## src/rtl/mb_sync_pkg.sv

```systemverilog
// Shared types and sizing helpers for the mb_sync transmit scheduler.
package mb_sync_pkg;

  typedef enum logic [1:0] {
    IDLE = 2'd0,
    SEND = 2'd1,
    HOLD = 2'd2
  } sched_state_t;

  // Index width for n items, never narrower than one bit.
  function automatic int unsigned idx_width(input int unsigned n);
    return (n <= 1) ? 1 : $clog2(n);
  endfunction

endpackage

```

## src/rtl/mb_sync_tx_sched_rr_arbiter.sv

```systemverilog
// Combinational round-robin arbiter: first set request at or above rr_ptr, wrapping.
module rr_arbiter
  import mb_sync_pkg::*;
#(
  parameter int unsigned NREQ = 4,
  localparam int unsigned GW = idx_width(NREQ)
) (
  input  logic [NREQ-1:0] req,
  input  logic [GW-1:0]   rr_ptr,
  output logic [NREQ-1:0] grant,
  output logic [GW-1:0]   grant_idx,
  output logic            any_req
);

  always_comb begin
    int unsigned pos;
    logic [GW-1:0] idx;
    grant     = '0;
    grant_idx = '0;
    any_req   = 1'b0;
    pos       = 0;
    idx       = '0;
    for (int unsigned i = 0; i < NREQ; i++) begin
      pos = 32'(rr_ptr) + i;
      if (pos >= NREQ) pos = pos - NREQ;
      idx = GW'(pos);
      if (!any_req && req[idx]) begin
        any_req    = 1'b1;
        grant[idx] = 1'b1;
        grant_idx  = idx;
      end
    end
  end

endmodule

```

## src/rtl/mb_sync_tx_sched.sv

```systemverilog
// Source-domain scheduler sharing one mb_sync among NREQ requesters:
// round-robin grant, one-cycle valid pulse, data held for GAP cycles after it.
module mb_sync_tx_sched
  import mb_sync_pkg::*;
#(
  parameter int unsigned NB   = 8,
  parameter int unsigned NREQ = 4,
  parameter int unsigned GAP  = 10,
  localparam int unsigned GW  = idx_width(NREQ),
  localparam int unsigned CW  = idx_width(GAP - 1)
) (
  input  logic                 i_clock,
  input  logic                 i_reset,
  input  logic                 i_enable,
  input  logic [NREQ-1:0]      i_req_valid,
  input  logic [NREQ*NB-1:0]   i_req_data,
  output logic [NREQ-1:0]      o_req_ready,
  output logic [NB-1:0]        o_data,
  output logic                 o_valid,
  output logic [GW-1:0]        o_grant_id,
  output logic                 o_busy
);

  sched_state_t    state_q, state_d;
  logic [GW-1:0]   ptr_q, ptr_d;
  logic [CW-1:0]   cnt_q, cnt_d;
  logic [NB-1:0]   data_d;
  logic [GW-1:0]   gid_d;
  logic            valid_d;

  logic [NREQ-1:0] grant;
  logic [GW-1:0]   grant_idx;
  logic            any_req;
  logic [NB-1:0]   sel_word;
  logic [GW-1:0]   next_ptr;

  rr_arbiter #(
    .NREQ (NREQ)
  ) u_arb (
    .req       (i_req_valid),
    .rr_ptr    (ptr_q),
    .grant     (grant),
    .grant_idx (grant_idx),
    .any_req   (any_req)
  );

  // One-hot word select driven by the arbiter grant.
  always_comb begin
    sel_word = '0;
    for (int unsigned k = 0; k < NREQ; k++) begin
      sel_word = sel_word | (i_req_data[k*NB +: NB] & {NB{grant[k]}});
    end
  end

  assign next_ptr = (grant_idx == GW'(NREQ - 1)) ? '0 : grant_idx + GW'(1);

  // Handshake is only offered while idle and enabled, never during reset.
  always_comb begin
    o_req_ready = '0;
    if (state_q == IDLE && i_enable && !i_reset) o_req_ready = grant;
  end

  always_comb begin
    state_d = state_q;
    ptr_d   = ptr_q;
    cnt_d   = cnt_q;
    data_d  = o_data;
    gid_d   = o_grant_id;
    valid_d = 1'b0;
    unique case (state_q)
      IDLE: begin
        if (i_enable && any_req) begin
          state_d = SEND;
          data_d  = sel_word;
          gid_d   = grant_idx;
          ptr_d   = next_ptr;
          valid_d = 1'b1;
        end
      end
      SEND: begin
        cnt_d   = CW'(GAP - 2);
        state_d = HOLD;
      end
      HOLD: begin
        if (cnt_q == '0) state_d = IDLE;
        else             cnt_d   = cnt_q - CW'(1);
      end
      default: state_d = IDLE;
    endcase
  end

  always_ff @(posedge i_clock) begin
    if (i_reset) begin
      state_q    <= IDLE;
      ptr_q      <= '0;
      cnt_q      <= '0;
      o_data     <= '0;
      o_valid    <= 1'b0;
      o_grant_id <= '0;
      o_busy     <= 1'b0;
    end else begin
      state_q    <= state_d;
      ptr_q      <= ptr_d;
      cnt_q      <= cnt_d;
      o_data     <= data_d;
      o_valid    <= valid_d;
      o_grant_id <= gid_d;
      o_busy     <= (state_d != IDLE);
    end
  end

endmodule
```

## config.mk

```make
export PLATFORM = sky130hd
export DESIGN_NAME = mb_sync_tx_sched
export DESIGN_NICKNAME = d
export VERILOG_FILES = /design/src/rtl/mb_sync_pkg.sv /design/src/rtl/mb_sync_tx_sched_rr_arbiter.sv /design/src/rtl/mb_sync_tx_sched.sv
export SDC_FILE = /design/constraint.sdc
export NUM_CORES = 1
export LEC_CHECK = 0
export CORE_ASPECT_RATIO = 0.75
export CORE_MARGIN = 4
export CORE_UTILIZATION = 44
export CTS_BUF_LIST = sky130_fd_sc_hd__clkbuf_16
export CTS_CLUSTER_SIZE = 20
export DETAILED_ROUTE_END_ITERATION = 12
export PLACE_DENSITY_LB_ADDON = 0.05
export SETUP_SLACK_MARGIN = 0.4
export SYNTH_ARGS = -nofsm -noshare
export SYNTH_HDL_FRONTEND = slang
export SYNTH_HIERARCHICAL = 1
export SYNTH_SLANG_ARGS = --single-unit
```

## constraint.sdc

```tcl
create_clock -name i_clock -period 3.7 [get_ports i_clock]
set_input_delay 0.925 -clock i_clock [delete_from_list [all_inputs] [get_ports i_clock]]
set_output_delay 0.925 -clock i_clock [all_outputs]
set_load 0.005 [all_outputs]
```

==> results.rst <==
.. list-table::
   :header-rows: 1

   * - Metric
     - Value
   * - Flop-to-flop setup slack
     - between 500 and 600 ps
   * - Initial Util
     - 0.472
   * - Num rows
     - 17
   * - Hold/Removal Path Class
     - reg2reg
   * - Clock net sink count
     - 20
   * - Hold EP
     - o_grant_id[1]
   * - Maximum VDD drop
     - 0.000408 V
   * - Total wirelength of the detailed-routed design
     - just under 5 mm
   * - Die Area
     - between 0.004 and 0.005 mm^2
   * - Kind of end point of the critical path
     - primary output
   * - Final Skew
     - between 1 and 1.5 ps
   * - CP delay by family, top
     - multiplexers
   * - Count of hold buffers inserted by post-cts repair
     - 0
   * - WP buf/inv
     - 4
   * - Upper clock frequency limit
     - 288 MHz
   * - Clock buffers created by TritonCTS
     - 3
   * - Startpoint Class
     - input pin
   * - Min Clock Period, post-route
     - between 3000 and 4000 ps
   * - Initial detailed-routing violation count
     - 100
   * - Sequential share of the synthesized area
     - 0.279
   * - R2R cell count
     - 17
   * - Worst Tran Pin Value
     - 838 ps
   * - Post-layout nets
     - between 200 and 300
   * - Per-instance average area after synthesis
     - between 8 and 9 um^2
   * - Post-route DRC
     - 0
   * - Worst min-delay path startpoint
     - o_grant_id[1]
   * - CTS tree
     - yes
   * - Die height
     - between 50 and 60 um
   * - Delay of the slowest critical-path stage
     - about 510 ps
   * - Total congestion overflow
     - 0
   * - Instance count of the mapped netlist
     - 160
   * - Number of optimization iterations in the first detailed-route pass
     - 4
   * - Overall Global Routing Usage
     - 0.219
   * - Chain of cells forming the critical path
     - buf_8 > mux4_2 > nor4b_4 > buf_4 > buf_6 > a22oi_2 > o21ai_2 > and2_4 > buf_6
   * - Total of fill cells in the finished design
     - between 150 and 200
   * - Via count of the first global-routing pass
     - 1571
   * - Antenna viol nets, final
     - 0
   * - Global-route wire length before repair
     - about 7.4 mm
   * - Clock latency on the worst-skew pair
     - between 200 and 300 ps
   * - Unrepaired setup endpoints after global routing
     - true
   * - Clock Tree Root
     - clkbuf_16
   * - CTS max path bufs
     - 2
   * - Origin of the critical flop-to-flop path
     - ptr_q[0]
   * - Most common flop cell mapped by yosys
     - dfxtp_1
   * - Arr. time, crit path
     - 2550 ps
   * - Final Cycle Share
     - 0.940
   * - ANT cells
     - 0
   * - Top-level port count
     - 55
   * - CP dominant cell by count
     - buf_6
   * - Sequential cell area
     - roughly 400 um^2
   * - Final setup violation count
     - 0
   * - Slew HR
     - 0.438
   * - Critical path class
     - in2out
   * - Worst-path cell with the longest stage delay
     - mux4_2
   * - Number of maximum-capacitance violations
     - 0
   * - Setup_tns
     - 0 ps
   * - Initial antenna violation count
     - 0
   * - Worst EP required
     - around 2800 ps
   * - Worst Hold Slack
     - roughly 470 ps
   * - Placed wire-length estimate after detailed placement
     - around 3.3 mm
   * - Width of the die
     - about 74 um
   * - Via count
     - 1596
   * - Total of flip-flops plus latches after synthesis
     - 20
   * - Via-to-Cell Ratio
     - approximately 6
   * - Area of the multi-input gates
     - approximately 0.0011 mm^2
   * - Port-buffer cells
     - 54
   * - Number of hold-slack violations in the final timing report
     - 0
   * - Pins Over Slew Limit
     - 0
   * - PnR Total Power
     - 1860 uW
   * - Proportion of synthesized flip-flops having asynchronous set or reset
     - 0
   * - Critical path fanouts, max
     - 5
   * - Leakage component of the power
     - a little over 0.0009 uW
   * - H-tree levels
     - 1
   * - Post-synthesis cell type count
     - 42
   * - Hold Path Cell Cnt
     - 2
   * - Area of the mapped netlist
     - around 0.0014 mm^2
   * - Fraction of layout instances using a drive strength above 1
     - 0.294
   * - Area of the core
     - 0.00304 mm^2
   * - Power per unit of standard cell area
     - 763 mW/mm^2
   * - Synth Warn #
     - 6
   * - Number of enable flip-flop cells after synthesis
     - 0
   * - P&R area growth vs syn
     - 69.4%
   * - Largest net degree at the start of global routing
     - 22
   * - Result of the run
     - complete, no violations
   * - Final RePlAce weighted congestion
     - approximately 0.86
   * - Capturing point of the worst reg2reg path
     - o_data[4]
   * - Average wire length per cell after detail routing
     - ~18 um
   * - Clock transition at path regs
     - 60 ps
   * - Post-synthesis net count
     - around 200
==> kinds of logic (layout without fill, tap and decap cells) <==
family,Yosys count,count (layout),share of synthesized area
compound gates,57,57,0.294
simple gates,47,47,0.197
buf+inv,21,92,0.0723
flops,20,20,0.279
mux,8,8,0.0967
fa+ha+maj,7,7,0.0610
==> per-layer routing <==
metal  track usage  vias up  share of wire
met5             0        -              0
li1              -      752              -
met4        0.0646        0          0.019
met3        0.0581        8          0.094
met1         0.272      767           0.42
met2         0.370       69           0.47
==> state kept, by name, summed over array words and instances (netlist names) <==
name,flops
o_busy,1
o_grant_id,2
ptr_q,2
cnt_q,4
o_valid,1
state_q,2
o_data,8
==> area by class of cell <==
class | instances | share of cell area
clock buffer | 3 | 0.0308
multi-input combinational | 119 | 0.438
timing repair buffer | 81 | 0.324
inverter | 7 | 0.0108
clock inverter | 1 | 0.0123
tap | 38 | 0.0195
sequential | 20 | 0.165
==> cells in the mapped netlist, types with 2 or more instances <==
| cell | n | area share |
|---|---|---|
| nor2b_1 | 3 | 0.013 |
| inv_1 | 7 | 0.018 |
| a22oi_1 | 16 | 0.084 |
| clkbuf_1 | 2 | 0.0052 |
| a211oi_1 | 8 | 0.042 |
| a21oi_1 | 10 | 0.035 |
| mux2i_1 | 3 | 0.021 |
| o21ai_0 | 6 | 0.021 |
| mux4_2 | 2 | 0.031 |
| mux4_1 | 2 | 0.037 |
| dfxtp_1 | 20 | 0.28 |
| buf_1 | 4 | 0.010 |
| nor3b_1 | 3 | 0.016 |
| a221oi_1 | 8 | 0.049 |
| buf_2 | 5 | 0.017 |
| nor4_1 | 2 | 0.0087 |
| nand2_1 | 8 | 0.021 |
| o211ai_1 | 2 | 0.010 |
| and2_1 | 4 | 0.017 |
| nand2b_1 | 2 | 0.0087 |
| nor2_1 | 15 | 0.039 |
| ha_1 | 7 | 0.061 |
| buf_6 | 2 | 0.016 |
==> stage by stage <==
step           setup slack (ps)  area, um^2   util  cells
3_5_place_dp               -569        2040  0.672    251
3_3_place_gp               -474        2040  0.672    251
6_report                    222        2430  0.800    269
5_1_grt                     213        2430  0.800    269
4_1_cts                     235        2250  0.741    268
2_1_floorplan               434        1440      -    160
==> worst min-delay path, delay by kind of cell (launching register included) <==
kind             cells  cell delay [ps]
AO/OA/AOI/OAI        1               50
flip-flops           1              310
AND/OR/NAND/NOR      1               50
==> how the worst max path moves through the flow <==
stage               cells after the start      startpoint        endpoint  slack (ps)
CTS                                     9  i_req_valid[1]  o_req_ready[2]         240
global route                            9  i_req_valid[3]  o_req_ready[2]         210
finish                                  9  i_req_valid[3]  o_req_ready[2]         220
floorplan                               7  i_req_valid[2]  o_req_ready[2]         430
global placement                        7  i_req_valid[0]  o_req_ready[1]        -470
detailed placement                      7  i_req_valid[3]  o_req_ready[0]        -570
==> placed cells by master, fill, tap and decap left out, types with 2 or more instances in the layout <==
cell type,netlist,layout
clkdlybuf4s50_1,0,46
ha_1,7,7
buf_2,5,3
a211oi_1,8,4
buf_6,2,10
a22oi_1,16,12
a22oi_2,0,4
nand2_1,8,8
nor4_1,2,2
inv_1,7,7
a21oi_1,10,10
and2_1,4,3
mux2i_1,3,3
buf_8,0,3
dfxtp_1,20,20
nor2b_1,3,3
nor2_1,15,15
clkbuf_16,0,3
nor3b_1,3,3
nand2b_1,2,2
a221oi_4,0,4
a211oi_2,0,4
o21ai_0,6,2
a221oi_2,0,4
o211ai_1,2,2
o21ai_1,0,3
buf_4,1,18
mux4_2,2,4
==> repair_timing <==
action | in CTS | in global routing
pin swaps | 9 | 19
hold endpoints to repair | 0 | 0
setup endpoints to repair | 4 | 12
resized for setup | 51 | 31
setup buffers | 13 | 1
==> where the power goes <==
group	switching, uW	internal [uW]
Combinational	604	656
Clock	83.6	215
Sequential	32.4	267
Total	720	1140
Note: power is estimated with default switching activity, not from simulation.
